<file path="config.mk">
export PLATFORM = sky130hd
export DESIGN_NAME = bitcoin_nonce_scanner
export DESIGN_NICKNAME = d
export VERILOG_FILES = /design/src/rtl/bitcoin_nonce_scanner.sv
export SDC_FILE = /design/constraint.sdc
export NUM_CORES = 1
export LEC_CHECK = 0
export BUFFER_PORTS_ARGS = -buffer_cell sky130_fd_sc_hd__buf_2
export CAP_MARGIN = 10
export CELL_PAD_IN_SITES_DETAIL_PLACEMENT = 0
export CELL_PAD_IN_SITES_GLOBAL_PLACEMENT = 1
export CORE_ASPECT_RATIO = 0.75
export CORE_MARGIN = 10
export CORE_UTILIZATION = 41
export DETAILED_ROUTE_END_ITERATION = 8
export PLACE_DENSITY_LB_ADDON = 0.15
export SYNTH_ARGS = -nofsm -noshare
export SYNTH_HDL_FRONTEND = slang
export SYNTH_SLANG_ARGS = --single-unit
</file>
<file path="constraint.sdc">
create_clock -name clk -period 4.55 [get_ports clk]
set_clock_uncertainty 0.05 [all_clocks]
set_input_delay 0.2275 -clock clk [delete_from_list [all_inputs] [get_ports clk]]
set_output_delay 0.2275 -clock clk [all_outputs]
set_load 0.01 [all_outputs]
</file>
<file path="src/rtl/bitcoin_nonce_scanner.sv">
// Scans NUM_NONCES H0 words from memory against a difficulty target and writes a summary record.
// Optional min-hash tracking (extra summary word, min_hash/min_nonce ports) under NONCE_SCAN_MIN_TRACK_EN.
module bitcoin_nonce_scanner #(
    parameter int NUM_NONCES = 16
) (
    input  logic        clk,
    input  logic        reset_n,
    input  logic        start,
    input  logic [15:0] hash_addr,
    input  logic [15:0] result_addr,
    input  logic [31:0] target,
    output logic        done,
    output logic        mem_clk,
    output logic        mem_we,
    output logic [15:0] mem_addr,
    output logic [31:0] mem_write_data,
    input  logic [31:0] mem_read_data,
    output logic        found,
    output logic [7:0]  hit_count,
    output logic [7:0]  first_nonce
`ifdef NONCE_SCAN_MIN_TRACK_EN
    ,
    output logic [31:0] min_hash,
    output logic [7:0]  min_nonce
`endif
);

    localparam logic [7:0] LAST_IDX = 8'(NUM_NONCES - 1);

    typedef enum logic [2:0] {
        S_IDLE,
        S_RD,
        S_CMP,
        S_WR0
`ifdef NONCE_SCAN_MIN_TRACK_EN
        ,
        S_WR1
`endif
    } state_t;

    state_t      state_q, state_d;
    logic [7:0]  idx_q, idx_d;
    logic [31:0] target_q, target_d;
    logic [15:0] hash_addr_q, hash_addr_d;
    logic [15:0] result_addr_q, result_addr_d;
    logic        found_q, found_d;
    logic [7:0]  hit_count_q, hit_count_d;
    logic [7:0]  first_nonce_q, first_nonce_d;
`ifdef NONCE_SCAN_MIN_TRACK_EN
    logic [31:0] min_hash_q, min_hash_d;
    logic [7:0]  min_nonce_q, min_nonce_d;
`endif

    always_ff @(posedge clk or negedge reset_n) begin
        if (!reset_n) begin
            state_q       <= S_IDLE;
            idx_q         <= '0;
            target_q      <= '0;
            hash_addr_q   <= '0;
            result_addr_q <= '0;
            found_q       <= 1'b0;
            hit_count_q   <= '0;
            first_nonce_q <= '0;
`ifdef NONCE_SCAN_MIN_TRACK_EN
            min_hash_q    <= 32'hFFFF_FFFF;
            min_nonce_q   <= '0;
`endif
        end else begin
            state_q       <= state_d;
            idx_q         <= idx_d;
            target_q      <= target_d;
            hash_addr_q   <= hash_addr_d;
            result_addr_q <= result_addr_d;
            found_q       <= found_d;
            hit_count_q   <= hit_count_d;
            first_nonce_q <= first_nonce_d;
`ifdef NONCE_SCAN_MIN_TRACK_EN
            min_hash_q    <= min_hash_d;
            min_nonce_q   <= min_nonce_d;
`endif
        end
    end

    // Memory outputs are purely combinational so the summary write sees the last CMP's results.
    always_comb begin
        state_d        = state_q;
        idx_d          = idx_q;
        target_d       = target_q;
        hash_addr_d    = hash_addr_q;
        result_addr_d  = result_addr_q;
        found_d        = found_q;
        hit_count_d    = hit_count_q;
        first_nonce_d  = first_nonce_q;
`ifdef NONCE_SCAN_MIN_TRACK_EN
        min_hash_d     = min_hash_q;
        min_nonce_d    = min_nonce_q;
`endif
        mem_we         = 1'b0;
        mem_addr       = '0;
        mem_write_data = '0;

        case (state_q)
            S_IDLE: begin
                if (start) begin
                    target_d      = target;
                    hash_addr_d   = hash_addr;
                    result_addr_d = result_addr;
                    idx_d         = '0;
                    found_d       = 1'b0;
                    hit_count_d   = '0;
                    first_nonce_d = '0;
`ifdef NONCE_SCAN_MIN_TRACK_EN
                    min_hash_d    = 32'hFFFF_FFFF;
                    min_nonce_d   = '0;
`endif
                    state_d       = S_RD;
                end
            end
            S_RD: begin
                mem_addr = hash_addr_q + {8'h00, idx_q};
                state_d  = S_CMP;
            end
            S_CMP: begin
                if (mem_read_data < target_q) begin
                    hit_count_d = hit_count_q + 8'd1;
                    if (!found_q) begin
                        found_d       = 1'b1;
                        first_nonce_d = idx_q;
                    end
                end
`ifdef NONCE_SCAN_MIN_TRACK_EN
                // Strict compare keeps the lowest nonce on ties.
                if (mem_read_data < min_hash_q) begin
                    min_hash_d  = mem_read_data;
                    min_nonce_d = idx_q;
                end
`endif
                if (idx_q == LAST_IDX) begin
                    state_d = S_WR0;
                end else begin
                    idx_d   = idx_q + 8'd1;
                    state_d = S_RD;
                end
            end
            S_WR0: begin
                mem_we         = 1'b1;
                mem_addr       = result_addr_q;
                mem_write_data = {found_q, 7'b0, hit_count_q, 8'b0, first_nonce_q};
`ifdef NONCE_SCAN_MIN_TRACK_EN
                state_d        = S_WR1;
`else
                state_d        = S_IDLE;
`endif
            end
`ifdef NONCE_SCAN_MIN_TRACK_EN
            S_WR1: begin
                mem_we         = 1'b1;
                mem_addr       = result_addr_q + 16'd1;
                mem_write_data = min_hash_q;
                state_d        = S_IDLE;
            end
`endif
            default: state_d = S_IDLE;
        endcase
    end

    assign done        = (state_q == S_IDLE);
    assign mem_clk     = clk;
    assign found       = found_q;
    assign hit_count   = hit_count_q;
    assign first_nonce = first_nonce_q;
`ifdef NONCE_SCAN_MIN_TRACK_EN
    assign min_hash    = min_hash_q;
    assign min_nonce   = min_nonce_q;
`endif

endmodule

</file>
# == Word-level counts from Yosys, hierarchy flattened ==
# Cells that the tools add are included.
# totals
register_bits,92
latch_bits,0
ram_bits,0
romBits,0
inputBits,99
output_inout_bits,68
memories,0
# op_classes
addsub,3
n_mul,0
n_div,0
n_lt_le_gt_ge,1
eq_ne,8
shift,0
muxes,17
n_bitwise,0
n_reduce_logical,6
# ops
operator,count
case mux 8 bit (2 select lines),3
2-to-1 mux 8 bit,5
less-than comparator 32 bit,1
2-to-1 mux 32 bit,1
case mux 16 bit (2 select lines),1
adder 16 x 8 -> 16 bit,1
adder 8 x 1 -> 8 bit (second input constant),2
case mux 3 bit (3 select lines),1
equality test 8 x 4 -> 1 bit (second input constant),1
!= test 2 bit (second input constant),4
equality test 3 x 2 -> 1 bit (second input constant),2
AND reduction 3 bit,2
AND reduction 4 bit,1
equality test 3 x 1 -> 1 bit (second input constant),1
zero test 3 bit,1
2-to-1 mux 1 bit,3
2-to-1 mux 3 bit,1
2-to-1 mux 2 bit,1
case mux 1 bit (2 select lines),1
AND reduction 2 bit,1
nonzero test 2 bit,1

# == Depth between registers and ports, before layout ==
# Gate-level depths: netlist of run 1.
# logic_depth
word_depth,3
ltp_mapped,10

==> metrics.csv, run 1 <==
metric,value,unit
grt_usage,0.168,
async_reset_ff_frac,1.00,
synth-seq-area-share,0.428,
syn_inst,596,
via_per_inst,4.87,
wl_met1,6850,um
yosysUniqueCellTypes,52,
hold_class,in2reg,
ir_drop,316,uV
hpwl,11000,um
yosys.area.top_type_share,0.428,
pwr-share-clk,0.252,
timing.final.ws_setup,1100,ps
p_seq_frac,0.351,
min_period,3450,ps
antenna_found_initial,0,
overflow,0,
yosys_most_used_dff,dfrtp_1,
utilization,0.577,
cts.reportedPaths.clkPinSlew,70,ps
dieArea,18000,um2
die_w,152,um
outcome,"complete, no violations",
core,12500,um2
synth_mux_area_frac,0.00752,
cp.arrival,3170,ps
top_layer_used,met4,
end_kind,output pin,
rows,35,
wl_per_cell,15.2,um
ys_warn_count,0,
die_y,119,um
p_sw_frac,0.383,
synth_top_family_by_area,simple AND/OR/NAND/NOR gates,
power.switching,1.43,mW
num_antenna_cells,0,
dr.pass1.iters,4,
synth-edff-count,0,
grt_pass1_vias,5129,
p_comb_frac,0.398,
nets,945,
grt_max_degree,74,
synth_compound_area_frac,0.156,
maxSlewViolCount,0,
netlist_area,5330,um2
drcViolationCount,0,
place_congestion,0.791,
dr.first_iter.drc_count,234,
synth-adder-area-share,0.100,
timing.final.crit_share,0.758,
synth_seq_cells,91,
start_kind,flop,
p_int,2.31,mW
max_freq,290,MHz
p_per_area,519,nW/um2
final_common_cell,buf_2,
drv_cap,0,
drive_gt1_frac,0.227,
met3_wirelength,1060,um
ctsHoldBuffers,65,
routed_wl,14900,um
pre_cts_slack,1570,ps
p_leak,3.76,nW
area_growth,35.2,%
critPathRequiredTime,4270,ps
hold_slack,47.7,ps
portBuffers,151,
ys_top_cells_by_area,"dfrtp_1, nand2_1, ha_1",
ff2ff_setup_slack,1770,ps
layout_common_cells,"buf_2, nand2_1, dfrtp_1, dlygate4sd3_1, o21ai_0",
tns,0,ps
synth_xor_area_frac,0.0329,
maxSlewHeadroom,0.322,
rsz0062_at_grt,false,
synth.largest_area_cell,dfrtp_1,
clk_latency,450,ps
ant_nets,0,
ios,167,
synth_area_per_cell,8.94,um2
tightest_slew,1020,ps
crit_path_max_fanout,6,
ctsResizeCount,0,
yosys.area_share.simple,0.205,
finalHoldViolations,0,
start_util,0.427,
cts_setup_buffers,0,
vias,4751,
grt_first_pass_wirelength,24800,um
cts_tree,done,
worstSetupPathType,reg2out,
dr_wl_met2,6810,um
setup-violations-final,0,
[power by group through the flow]
stage          combinational, mW  sequential [mW]  clock, mW
2_1_floorplan               1.09             1.26     0.0181
3_3_place_gp                1.42             1.32     0.0133
3_5_place_dp                1.46             1.33     0.0133
4_1_cts                     1.50             1.31      0.973
5_1_grt                     1.72             1.35       1.00
6_report                    1.49             1.31      0.940
[logic make-up after synthesis]
logic type,count (synthesis)
other,1
adders and majority gates,42
and+or+nand+nor,239
xor gates and xnor gates,20
muxes,4
DFF,91
buffers and inverters,82
AOI/OAI and AO/OA,117
[critical path, cell delays in order (launching register included)]
cell and delay (ps):
dfrtp_1 440, ha_1 250, fa_1 400, a21o_1 190, a21oi_1 210, o21bai_1 110
a2111o_1 510, and4b_1 220, a211o_1 250, buf_2 140
[per-layer routing]
layer  track usage  vias to the layer above
met5             0                        -
met4        0.0505                        0
met3        0.0488                       11
met2         0.265                      124
met1         0.216                     2194
li1              -                     2422
[flip-flops by register name, summed over array words and instances (netlist names)]
signal	flops
hit_count	8
result_addr_q	16
first_nonce	8
target_q	32
found	1
state_q	2
idx_q	8
hash_addr_q	16
[cell type report]
type,count,area (um2)
fill,1167,5280
sequential,91,2280
clock inverter,7,92.6
clock buffer,13,305
inverter,42,158
timing repair buffer,219,1430
tap,166,208
multi-input combinational,437,2730
[metrics by stage]
step / area, um2 / std cells / total power [mW]
floorplan: 5380 / 610 / 2.36
global placement: 6160 / 891 / 2.75
detailed placement: 6160 / 891 / 2.79
CTS: 7200 / 975 / 3.79
global route: 7200 / 975 / 4.08
finish: 7200 / 975 / 3.74
[cell usage after synthesis, types with 9 or more instances]
master,n
nand2_1,147
nand4_1,9
o21ai_0,44
inv_1,42
nand3_1,11
a21oi_1,19
clkbuf_1,23
dfrtp_1,91
xnor2_1,15
nor2_1,13
buf_4,16
ha_1,41
a22o_1,12
and3_1,19
[path summary, 6_finish.rpt]
path,to,from,cells past startpoint
max,mem_addr[8],idx_q[0],9
min in group asynchronous,target_q[19],reset_n,2
min,state_q[0],start,3
min reg2reg,result_addr_q[12],result_addr_q[12],2
max in group asynchronous,result_addr_q[1],reset_n,3
max reg2reg,hit_count[7],state_q[0],5
(Power assumes the default switching activity.)
==> inputs of run 2 (changes only) <==
--- a/config.mk
+++ b/config.mk
@@ -5,13 +5,14 @@
 export SDC_FILE = /design/constraint.sdc
 export NUM_CORES = 1
 export LEC_CHECK = 0
+export ABC_AREA = 1
 export BUFFER_PORTS_ARGS = -buffer_cell sky130_fd_sc_hd__buf_2
 export CAP_MARGIN = 10
 export CELL_PAD_IN_SITES_DETAIL_PLACEMENT = 0
 export CELL_PAD_IN_SITES_GLOBAL_PLACEMENT = 1
 export CORE_ASPECT_RATIO = 0.75
 export CORE_MARGIN = 10
-export CORE_UTILIZATION = 41
+export CORE_UTILIZATION = 37
 export DETAILED_ROUTE_END_ITERATION = 8
 export PLACE_DENSITY_LB_ADDON = 0.15
 export SYNTH_ARGS = -nofsm -noshare
==> constraint.sdc (replaced) <==
create_clock -name clk -period 3.35 [get_ports clk]
set_clock_uncertainty 0.05 [all_clocks]
set_input_delay 0.1675 -clock clk [delete_from_list [all_inputs] [get_ports clk]]
set_output_delay 0.1675 -clock clk [all_outputs]
set_load 0.01 [all_outputs]
==> metrics.csv, run 2 <==
metric,value,unit,change
outcome,"complete, no violations",,
dr.pass1.iters,5,,+1
reg2reg_depth,14,,+9
cts_tree,done,,
die_y,123,um,+3.8%
vias,5000,,+5.2%
synth_area_per_cell,7.68,um2,-14%
ys_warn_count,0,,unchanged
timing.final.crit_share,0.831,,
hpwl,11500,um,+4.5%
min_period,2790,ps,
met3_wirelength,1140,um,+7.3%
grt_first_pass_wirelength,25000,um,+0.47%
core,13800,um2,+11%
setup-violations-final,0,,unchanged
yosys.area.top_type_share,0.433,,+0.00570
drive_gt1_frac,0.200,,-0.0272
top_layer_used,met4,,
place_congestion,0.843,,+6.6%
yosys_most_used_dff,dfrtp_1,,
maxSlewHeadroom,0.330,,+0.00788
largest_reg_flops,32,,unchanged
min_to,hit_count[1],,
r2r-start,target_q[5],,
cts_setup_buffers,0,,unchanged
nets,1041,,+10%
yosysUniqueCellTypes,31,,-40%
wl_per_cell,14.2,um,-6.7%
synth_seq_cells,91,,unchanged
yosys-top-cells-count,"nand2_1, dfrtp_1, inv_1",,
dr.first_iter.drc_count,283,,+21%
ant_nets,0,,unchanged
hold_class,in2reg,,
p_per_area,706,nW/um2,+36%
synth_top_family_by_area,simple AND/OR/NAND/NOR gates,,
regMostFlops,target_q,,
worstHoldStart,mem_read_data[31],,
synth-seq-area-share,0.433,,+0.00570
grt_usage,0.158,,-0.00954
netlist_area,5260,um2,-1.3%
synth-edff-count,0,,unchanged
clk_latency,450,ps,about the same
wl_met1,7150,um,+4.4%
overflow,0,,unchanged
ios,167,,unchanged
end_kind,output pin,,
top_regs,"target_q x32, hash_addr_q x16, result_addr_q x16",,
grt_pass1_vias,5136,,+0.14%
async_reset_ff_frac,1.00,,unchanged
rsz0062_at_grt,false,,
worstSetupPathType,reg2out,,
antenna_found_initial,0,,unchanged
layout_common_cells,"nand2_1, buf_2, dfrtp_1, inv_1",,
synth_mux_area_frac,0,,-0.00752
start_util,0.381,,-0.0458
routed_wl,15300,um,+3.2%
fill_cells,1364,,+17%
tns,0,ps,unchanged
utilization,0.519,,-0.0581
synth.largest_area_cell,dfrtp_1,,
rows,37,,+5.7%
hold_slack,364,ps,+317 ps
ys_top_cells_by_area,"dfrtp_1, nand2_1, ha_1",,
dieArea,19400,um2,+7.9%
cts.reportedPaths.clkPinSlew,60,ps,about the same
ctsHoldBuffers,66,,+1.5%
grt_max_degree,78,,+5.4%
start_kind,flop,,
crit_path_max_fanout,4,,-2
pre_cts_slack,1040,ps,-530 ps
num_antenna_cells,0,,unchanged
yosys.area_share.simple,0.245,,+0.0406
ctsResizeCount,0,,unchanged
finalHoldViolations,0,,unchanged
yosysMostFrequentCell,nand2_1,,
synth-adder-area-share,0.101,,+0.00133
timing.final.ws_setup,565,ps,-538 ps
maxSlewViolCount,0,,unchanged
critPathRequiredTime,3130,ps,-1140 ps
area_growth,36.2,%,
p_leak,3.80,nW,+0.85%
synth_xor_area_frac,0.0150,,-0.0179
portBuffers,151,,unchanged
tightest_slew,1010,ps,-11.8 ps
ir_drop,410,uV,+30%
cp.arrival,2570,ps,-600 ps
die_w,158,um,+4.0%
max_freq,359,MHz,
ff2ff_setup_slack,1200,ps,-570 ps
syn_inst,684,,+15%
drv_cap,0,,unchanged
synth_compound_area_frac,0.108,,-0.0484
drcViolationCount,0,,unchanged
via_per_inst,4.63,,-4.9%
r2r_end,first_nonce[3],,
dr_wl_met2,6930,um,+1.7%
final_common_cell,nand2_1,,
holdPathStages,7,,+4
-- run 2: cell count changes in the layout (fill, tap and decap cells not counted), sizes merged, moves of 6 or more --
cell    previous run  this run
a21o               7         1
a21oi             20        26
a22o              12         2
and3              19         0
inv               42        79
nand2            147       230
nand2b             7         0
nand3             12        24
nor2              13        52
nor4               6         0
o21ai             47        66
xnor2             15         2
-- run 2: how the worst max path moves through the flow --
stage,startpoint,end,depth (start not counted)
after floorplan,idx_q[2],mem_addr[9],10
after global placement,idx_q[2],mem_addr[13],13
after detailed placement,state_q[1],mem_addr[0],4
after CTS,state_q[1],mem_addr[0],4
after global routing,idx_q[2],mem_addr[13],13
final,idx_q[2],mem_addr[13],13
-- run 2: cells by family (layout without fill, tap and decap cells) --
kind of cell | after synthesis | count (layout)
xor+xnor | 9 | 9
compound gates | 106 | 106
fa+ha+maj | 42 | 42
simple gates | 321 | 321
other cells | 1 | 15
flops | 91 | 91
buf+inv | 114 | 320
-- run 2: worst max-delay path, stage by stage, from the launching register on --
cell,delay [ps]
dfrtp_1,420
ha_1,370
nand3_1,100
nand3_1,120
a21boi_0,290
o21ai_0,200
nand2_1,90
nand2_1,60
nand2_1,50
nand2_1,80
nand2_1,70
nand2_1,60
nand2_1,50
buf_2,130
-- run 2: where the power goes --
| group | total (mW) | switching (mW) | internal, mW |
|---|---|---|---|
| combinational | 2.06 | 1.27 | 0.795 |
| sequential | 1.78 | 0.252 | 1.53 |
| clock | 1.22 | 0.444 | 0.775 |
-- run 2: routing by layer --
layer | up-vias | global-route usage
li1 | 2572 | -
met5 | - | 0
met4 | 0 | 0.0437
met2 | 130 | 0.243
met1 | 2285 | 0.208
met3 | 13 | 0.0555
-- run 2: per-stage QoR --
step	total power [mW]	std cells	cell area, um2
6_report	5.06	1079	7160
3_3_place_gp	3.79	995	6130
5_1_grt	5.53	1079	7160
2_1_floorplan	3.15	698	5310
3_5_place_dp	3.84	995	6130
4_1_cts	5.14	1079	7160
-- run 2: cell type report --
class                      count  area (um2)  share of cell area
clock buffer                  17         340              0.0475
clock inverter                 2        35.0             0.00489
inverter                      80         300              0.0419
multi-input combinational    493        2520               0.352
sequential                    91        2280               0.318
tap                          175         219              0.0306
timing repair buffer         221        1460               0.204
